$ cat src/rtl/mem_op_sequencer_pkg.sv
// Shared encodings for the calculator sequencer: button codes, FSM states,
// display-mux selects and operand/memory source selects.
package mem_op_sequencer_pkg;

  localparam logic [4:0] BTN_ENTER  = 5'b10001;
  localparam logic [4:0] BTN_RECALL = 5'b10010;
  localparam logic [4:0] BTN_STORE  = 5'b10100;
  localparam logic [4:0] BTN_CLEAR  = 5'b11000;

  typedef enum logic [1:0] {
    S_IDLE   = 2'd0,
    S_HAVE_A = 2'd1,
    S_EXEC   = 2'd2,
    S_RESULT = 2'd3
  } state_e;

  typedef enum logic [2:0] {
    CMD_NONE,
    CMD_ENTER,
    CMD_RECALL,
    CMD_STORE,
    CMD_CLEAR
  } cmd_e;

  localparam logic [1:0] DISP_A   = 2'd0;
  localparam logic [1:0] DISP_B   = 2'd1;
  localparam logic [1:0] DISP_R   = 2'd2;
  localparam logic [1:0] DISP_MEM = 2'd3;

  localparam logic OP_SRC_SW  = 1'b0;
  localparam logic OP_SRC_MEM = 1'b1;
  localparam logic M_SRC_SW   = 1'b0;
  localparam logic M_SRC_RES  = 1'b1;

  // Anything other than an exact strobed code is a no-op.
  function automatic cmd_e decode_btn(input logic [4:0] btn);
    cmd_e c;
    case (btn)
      BTN_ENTER:  c = CMD_ENTER;
      BTN_RECALL: c = CMD_RECALL;
      BTN_STORE:  c = CMD_STORE;
      BTN_CLEAR:  c = CMD_CLEAR;
      default:    c = CMD_NONE;
    endcase
    return c;
  endfunction

endpackage

$ cat src/rtl/mem_op_sequencer_cycle_timer.sv
// EXEC watchdog: counts up from 0 while enabled, saturates at TIMEOUT_CYCLES.
module cycle_timer #(
  parameter int TIMEOUT_CYCLES = 16,
  parameter int TW             = 5
) (
  input  logic clk,
  input  logic rst_n,
  input  logic clear,
  input  logic en,
  output logic expired
);

  localparam logic [TW-1:0] LIMIT = TW'(TIMEOUT_CYCLES);

  logic [TW-1:0] count_q;
  logic [TW-1:0] count_d;

  always_comb begin
    count_d = count_q;
    if (clear) begin
      count_d = '0;
    end else if (en && (count_q != LIMIT)) begin
      count_d = count_q + TW'(1);
    end
  end

  always_ff @(posedge clk or negedge rst_n) begin
    if (!rst_n) begin
      count_q <= '0;
    end else begin
      count_q <= count_d;
    end
  end

  assign expired = (count_q == LIMIT);

endmodule

$ cat src/rtl/mem_op_sequencer.sv
// Calculator sequencer: decodes button presses, sequences operand capture,
// ALU start/timeout, result latch and memory write arbitration.
//
// state    | meaning
// S_IDLE   | waiting for first operand (A)
// S_HAVE_A | A captured, waiting for second operand (B)
// S_EXEC   | ALU running, watchdog active
// S_RESULT | result latched, may store or chain
module mem_op_sequencer
  import mem_op_sequencer_pkg::*;
#(
  parameter int TIMEOUT_CYCLES = 16,
  parameter int TW             = 5
) (
  input  logic       clk,
  input  logic       rst_n,
  input  logic [4:0] buttonPulse,
  input  logic       alu_done,
  output logic       ld_a,
  output logic       ld_b,
  output logic       op_src,
  output logic       alu_start,
  output logic       ld_r,
  output logic       st_m,
  output logic       m_src,
  output logic       clr,
  output logic [1:0] disp_sel,
  output logic       busy,
  output logic       err
);

  state_e     state_q, state_d;
  cmd_e       cmd;
  logic       expired;
  logic       ld_a_q, ld_a_d, ld_b_q, ld_b_d, op_src_q, op_src_d;
  logic       alu_start_q, alu_start_d, ld_r_q, ld_r_d;
  logic       st_m_q, st_m_d, m_src_q, m_src_d, clr_q, clr_d;
  logic       busy_q, busy_d, err_q, err_d;
  logic [1:0] disp_sel_q, disp_sel_d;

  assign cmd = decode_btn(buttonPulse);

  cycle_timer #(
    .TIMEOUT_CYCLES(TIMEOUT_CYCLES),
    .TW            (TW)
  ) u_timer (
    .clk    (clk),
    .rst_n  (rst_n),
    .clear  (state_q != S_EXEC),
    .en     (state_q == S_EXEC),
    .expired(expired)
  );

  always_ff @(posedge clk or negedge rst_n) begin
    if (!rst_n) begin
      state_q     <= S_IDLE;
      ld_a_q      <= 1'b0;
      ld_b_q      <= 1'b0;
      op_src_q    <= 1'b0;
      alu_start_q <= 1'b0;
      ld_r_q      <= 1'b0;
      st_m_q      <= 1'b0;
      m_src_q     <= 1'b0;
      clr_q       <= 1'b0;
      disp_sel_q  <= DISP_A;
      busy_q      <= 1'b0;
      err_q       <= 1'b0;
    end else begin
      state_q     <= state_d;
      ld_a_q      <= ld_a_d;
      ld_b_q      <= ld_b_d;
      op_src_q    <= op_src_d;
      alu_start_q <= alu_start_d;
      ld_r_q      <= ld_r_d;
      st_m_q      <= st_m_d;
      m_src_q     <= m_src_d;
      clr_q       <= clr_d;
      disp_sel_q  <= disp_sel_d;
      busy_q      <= busy_d;
      err_q       <= err_d;
    end
  end

  always_comb begin
    state_d = state_q;
    if (cmd == CMD_CLEAR) begin
      state_d = S_IDLE;
    end else begin
      unique case (state_q)
        S_IDLE, S_RESULT: begin
          if (cmd == CMD_ENTER || cmd == CMD_RECALL) state_d = S_HAVE_A;
        end
        S_HAVE_A: begin
          if (cmd == CMD_ENTER || cmd == CMD_RECALL) state_d = S_EXEC;
        end
        S_EXEC: begin
          if (alu_done)     state_d = S_RESULT;
          else if (expired) state_d = S_IDLE;
        end
        default: state_d = S_IDLE;
      endcase
    end
  end

  always_comb begin
    ld_a_d      = 1'b0;
    ld_b_d      = 1'b0;
    op_src_d    = OP_SRC_SW;
    ld_r_d      = 1'b0;
    st_m_d      = 1'b0;
    m_src_d     = M_SRC_SW;
    clr_d       = 1'b0;
    disp_sel_d  = disp_sel_q;
    err_d       = err_q;
    busy_d      = (state_d == S_EXEC);
    // ALU starts the cycle after ld_b, unless that cycle aborts EXEC.
    alu_start_d = ld_b_q && (state_d == S_EXEC);
    if (cmd == CMD_CLEAR) begin
      clr_d      = 1'b1;
      err_d      = 1'b0;
      disp_sel_d = DISP_A;
    end else begin
      unique case (state_q)
        S_IDLE, S_RESULT: begin
          if (cmd == CMD_ENTER) begin
            ld_a_d     = 1'b1;
            disp_sel_d = DISP_A;
          end else if (cmd == CMD_RECALL) begin
            ld_a_d     = 1'b1;
            op_src_d   = OP_SRC_MEM;
            disp_sel_d = DISP_MEM;
          end else if (cmd == CMD_STORE) begin
            st_m_d  = 1'b1;
            m_src_d = (state_q == S_RESULT) ? M_SRC_RES : M_SRC_SW;
          end
        end
        S_HAVE_A: begin
          if (cmd == CMD_ENTER || cmd == CMD_RECALL) begin
            ld_b_d     = 1'b1;
            op_src_d   = (cmd == CMD_RECALL) ? OP_SRC_MEM : OP_SRC_SW;
            disp_sel_d = DISP_B;
          end else if (cmd == CMD_STORE) begin
            st_m_d = 1'b1;
          end
        end
        S_EXEC: begin
          if (alu_done) begin
            ld_r_d     = 1'b1;
            disp_sel_d = DISP_R;
          end else if (expired) begin
            err_d = 1'b1;
          end
        end
        default: ;
      endcase
    end
  end

  assign ld_a      = ld_a_q;
  assign ld_b      = ld_b_q;
  assign op_src    = op_src_q;
  assign alu_start = alu_start_q;
  assign ld_r      = ld_r_q;
  assign st_m      = st_m_q;
  assign m_src     = m_src_q;
  assign clr       = clr_q;
  assign disp_sel  = disp_sel_q;
  assign busy      = busy_q;
  assign err       = err_q;

endmodule
$ cat config.mk
export PLATFORM = sky130hd
export DESIGN_NAME = mem_op_sequencer
export DESIGN_NICKNAME = d
export VERILOG_FILES = /design/src/rtl/mem_op_sequencer_pkg.sv /design/src/rtl/mem_op_sequencer_cycle_timer.sv /design/src/rtl/mem_op_sequencer.sv
export SDC_FILE = /design/constraint.sdc
export NUM_CORES = 1
export LEC_CHECK = 0
export CORE_UTILIZATION = 45
export DETAILED_ROUTE_END_ITERATION = 16
export GPL_TIMING_DRIVEN = 1
export PLACE_DENSITY = 0.72
export SYNTH_ARGS = -nofsm -noshare
export SYNTH_HDL_FRONTEND = slang
export SYNTH_SLANG_ARGS = --single-unit
$ cat constraint.sdc
create_clock -name clk -period 2.05 [get_ports clk]
set_clock_uncertainty 0.1 [all_clocks]
set_input_delay 0.3075 -clock clk [delete_from_list [all_inputs] [get_ports clk]]
set_output_delay 0.3075 -clock clk [all_outputs]
set_load 0.02 [all_outputs]
== Word level (Yosys, flattened, before mapping) ==
Index checks and enable logic that the tools add are counted.

* Flip-flop bits (word level): 19
* Bits of input ports: 8
* Word-level logic and storage cells: 89

* Add/sub/neg operators: 1
* Eq/ne operators: 19
* Muxes and demuxes: 46
* Reductions and logical operators: 10

{| class="wikitable"
|+ Operators by type and width
! kind !! number
|-
| $mux 1 || 29
|-
| $eq 5x5->1 const B || 5
|-
| $mux 2 || 10
|-
| $pmux 2 s3 || 2
|-
| $pmux 3 s4 || 1
|-
| $mux 5 || 2
|-
| $eq 2x2->1 const B || 3
|-
| $eq 3x2->1 const B || 2
|-
| $ne 3x3->1 const B || 2
|-
| $reduce_and 3->1 || 2
|-
| $reduce_bool 2->1 || 3
|-
| $add 5x1->5 const B || 1
|-
| $ne 5x5->1 const B || 1
|-
| $ne 4x4->1 const B || 1
|-
| $pmux 1 s2 || 2
|-
| $eq 3x1->1 const B || 1
|-
| $eq 3x3->1 const B || 1
|-
| $eq 2x1->1 const B || 1
|-
| $logic_and 1x1->1 || 2
|-
| $logic_not 2->1 || 1
|-
| $ne 2x1->1 const B || 1
|-
| $ne 2x2->1 const B || 1
|-
| $reduce_or 2->1 || 1
|-
| $logic_or 1x1->1 || 1
|}

== Logic depth before layout (Yosys ltp) ==
Gate-level depths: netlist of run 1.

* Word-level depth: 9
* Depth in mapped cells: 7
* Depth with buffers taken out: 6

== Hierarchy ==
Synthesis of run 1 repeated with hierarchy kept, for this count alone.

* Cells, all modules: 93
* Area, all modules: 984.7 µm²

{| class="wikitable"
|+ Modules (own cells, without submodules)
! module !! instances !! cells an instance !! area each (µm²)
|-
| mem_op_sequencer || 1 || 66 || 704.4
|-
| cycle_timer || 1 || 27 || 280.3
|}

== Worst setup path after synthesis of run 1 ==
Ideal clock, no wire load.

* Kind: register to register
* Start point: reg state_q[0]
* End point: reg disp_sel_q[1] (netlist: disp_sel[1])
* Setup time: 0.125 ns
* Arrival time: 1.583 ns
* Setup slack: 0.242 ns
* Stages on the path, launching flop included: 7
* Buffers on the path: 0
* Clock period less this slack: 1.808 ns
* Path through: dfrtp_1 -> inv_1 -> ha_1 -> nand3b_1 -> a2111oi_1 -> a21oi_1 -> mux2_4

* Cells in the longest elaborated chain, start to end: 4
* Elaborated cells between the ends (all ways): 11

{| class="wikitable"
|+ RTL lines
! element !! line !! text
|-
| start, declared || mem_op_sequencer.sv:32 || <nowiki>state_e state_q, state_d;</nowiki>
|-
| start signal, assigned || mem_op_sequencer.sv:69 || <nowiki>state_q <= state_d;</nowiki>
|-
| $eq 2x2->1 / $logic_not 2->1 (equally long branches) || mem_op_sequencer.sv:123 || <nowiki>unique case (state_q)</nowiki>
|-
| $reduce_or 2->1 || mem_op_sequencer.sv:123 ||
|-
| $ne 4x4->1 (no line) / $pmux 2 s3 (equally long branches) || n/a ||
|-
| $reduce_and 3->1 (no line) / $mux 2 (equally long branches) || n/a ||
|-
| end signal, assigned || mem_op_sequencer.sv:78 || <nowiki>disp_sel_q <= disp_sel_d;</nowiki>
|-
| end, declared || mem_op_sequencer.sv:39 || <nowiki>logic [1:0] disp_sel_q, disp_sel_d;</nowiki>
|}

Several ways; a longest one is shown, not always the timed one.
A chain may end at the register's enable or synchronous reset.

== Final worst setup path of run 1 ==
Same ends and word-level chain as after synthesis.

==> impl_metrics.env, run 1 <==
export IMPL_drcViolationCount=0
export IMPL_seq_area_sq_um=475
export IMPL_layout_drive_gt1_share_pct=16.5
export IMPL_dieArea_sq_um=2330
export IMPL_area_delta_synth_final_pct=30.1
export IMPL_post_dp_cell_area_sq_um=1220
export IMPL_multi_input_area_sq_um=445
export IMPL_num_vias=696
export IMPL_finalSetupViolCount=0
export IMPL_tightest_slew_ps=378
export IMPL_synth_area_sq_um=963
export IMPL_ys_types=32
export IMPL_postCtsSetupBuffers=0
export IMPL_crit_buf_inv=1
export IMPL_crit_type="reg2reg"
export IMPL_synth_nets=101
export IMPL_antenna_left=0
export IMPL_ff2ff_setup_slack_ps=130
export IMPL_power_density_nw_per_um2=1220
export IMPL_yosys_area_top_type="dfrtp_1"
export IMPL_netlist_area_leader_share_pct=49.4
export IMPL_grt_max_degree=20
export IMPL_grt_pass1_vias=630
export IMPL_cpMaxStageDelayCell="dfrtp_1"
export IMPL_mostFrequentLayoutCells="19 x dfrtp_1, 19 x clkdlybuf4s50_1, 11 x nor2_1"
export IMPL_diodes=0
export IMPL_nFillCells=157
export IMPL_max_stage_delay_ps=430
export IMPL_path_cells="inv_1, ha_1, nand3b_1, a2111oi_2, a21oi_1, mux2_4"
export IMPL_clk_path_buf_depth=2
export IMPL_finalInstanceArea_sq_um=1250
export IMPL_fmax_ghz=0.521
export IMPL_holdWs_ps=230
export IMPL_finalCritPeriodShare_pct=93.6
export IMPL_critical_path_required_ps=2140
export IMPL_yosysWarnings=0
export IMPL_status="complete, no violations"
export IMPL_p_leak_nw=0.598
export IMPL_dp_hpwl_um=1330
export IMPL_initialDrtViolationCount=15
export IMPL_ys_seq_area_share_pct=49.4
export IMPL_rsz0062_at_grt="no"
export IMPL_insertion_delay_ps=290
export IMPL_synth_top_flop_cell="dfrtp_1"
export IMPL_synth_edf_count=0
export IMPL_wl_um=1730
export IMPL_num_rows=16
export IMPL_cp_top_family="compound AO/OA/AOI/OAI gates"
export IMPL_tritoncts="done"
export IMPL_cts_reportedPaths_clkPinSlew_ps=100
export IMPL_grt_overflow_total=0
export IMPL_die_h_um=48.3
export IMPL_hp_class="in2async"
export IMPL_synthCells=88
export IMPL_initial_core_util_pct=48.6
export IMPL_htreeDepth=1
export IMPL_dp_cells=138
export IMPL_drtPass1Iterations=4
export IMPL_io_buffers=19
export IMPL_place_gp_congestion=0.827
export IMPL_avgSynthCellArea_sq_um=10.9
export IMPL_viasPerCell=4.90
export IMPL_grt_pass1_wl_um=2700
export IMPL_cts_sinks=19
export IMPL_root_buffer="clkbuf_4"
export IMPL_synth_async_reset_ratio_pct=100
export IMPL_cts_buffers_inserted=3
export IMPL_worst_setup_path_end_kind="flop"
export IMPL_grt_usage_pct=17.1
export IMPL_coreArea_sq_um=1980
export IMPL_layout_nets=129
export IMPL_path_max_fanout=5
export IMPL_start_kind="flop"
export IMPL_die_w_um=48.3
export IMPL_ir_drop_uv=831
export IMPL_slew_viol_final=0
export IMPL_grt_antenna_before_repair=0
export IMPL_io_pins=20
export IMPL_worst_ep_arrival_time_ps=2010
export IMPL_drv_max_cap_violation_count=0
export IMPL_fin_cells=142
export IMPL_wire_per_inst_um=12.1
export IMPL_synth_area_leaders="dfrtp_1 49%, ha_1 6.5%, nor2_1 4.3%"
export IMPL_min_period_ps=1920
export IMPL_slew_headroom_pct=74.7
export IMPL_final_hold_violation_count=0
export IMPL_ys_ff_latch=19
export IMPL_finish_utilization_pct=63.3
## flip-flops by register name (all words and copies together), names as in the netlist
signal / cells
ld_a: 1
op_src: 1
disp_sel: 2
err: 1
busy: 1
m_src: 1
st_m: 1
u_timer.count_q: 5
alu_start: 1
ld_r: 1
state_q: 2
clr: 1
ld_b: 1
## path summary, 6_finish.rpt
| kind | startpoint | to | cells past startpoint |
|---|---|---|---|
| worst max-delay path | state_q[0] | disp_sel[1] | 6 |
| worst min-delay path | rst_n | disp_sel[0] | 2 |
| worst max register to register | state_q[0] | disp_sel[1] | 6 |
| worst min register to register | err | err | 2 |
| max in group asynchronous | rst_n | busy | 2 |
| min in group clk | err | err | 2 |
## where the power goes
part	internal, W	switching (W)
Sequential	0.000456	0.0000559
Clock	0.0000757	0.000103
Combinational	0.000396	0.000444
Total	0.000927	0.000603
## repair_timing
item	in CTS	in global routing
gates resized for setup	0	1
setup endpoints to repair	0	2
hold buffers	0	0
## cells in the mapped netlist (all sizes together) (2+ instances only)
| library cell | number |
|---|---|
| nor3b | 4 |
| inv | 10 |
| buf | 2 |
| dfrtp | 19 |
| and3 | 3 |
| xnor2 | 2 |
| ha | 5 |
| nor2 | 11 |
| nand2 | 3 |
| a21oi | 4 |
| xor2 | 3 |
| nand3 | 3 |
| mux2 | 2 |
## stage by stage
| step | power, W | setup TNS, ps | setup slack, ps |
|---|---|---|---|
| final | 0.00153 | 0 | 132 |
| after global routing | 0.00164 | 0 | 74.3 |
| after CTS | 0.00154 | 0 | 17.0 |
| after detailed placement | 0.00135 | -85.9 | -46.1 |
| after global placement | 0.00133 | -4.92 | -4.92 |
| after floorplan | 0.00110 | 0 | 242 |
## metal layers
metal  part of all wire, %  GRT usage [%]  vias to the layer above
met2                    50           28.8                       21
li1                      -              -                      353
met5                     0              0                        -
met3                   3.2           2.22                        5
met4                   2.2           8.33                        0
met1                    45           21.4                      317
## cells by family (layout without fill, tap and decap cells)
kind of cell	Yosys count	after routing	share of synthesized area, %
muxes	3	3	4.16
DFF	19	19	49.4
AOI/OAI and AO/OA	13	13	11.4
and+or+nand+nor	31	31	19.1
adders and majority gates	5	5	6.49
buffers and inverters	12	39	4.93
xor gates and xnor gates	5	5	4.55
## final cells by class
type | count | area share (%)
well taps | 27 | 2.69
flip-flops and latches | 19 | 37.9
repair buffers | 25 | 18.8
inverters | 10 | 2.99
multi-input cells | 57 | 35.5
clock buffers | 4 | 2.10
Power figures use the tool's default switching activity.
==> run 2: changes to the inputs <==
- CAP_MARGIN: unset -> 10
==> results of run 2 <==
Final layout, timing and power as in run 1 (identical DEF).
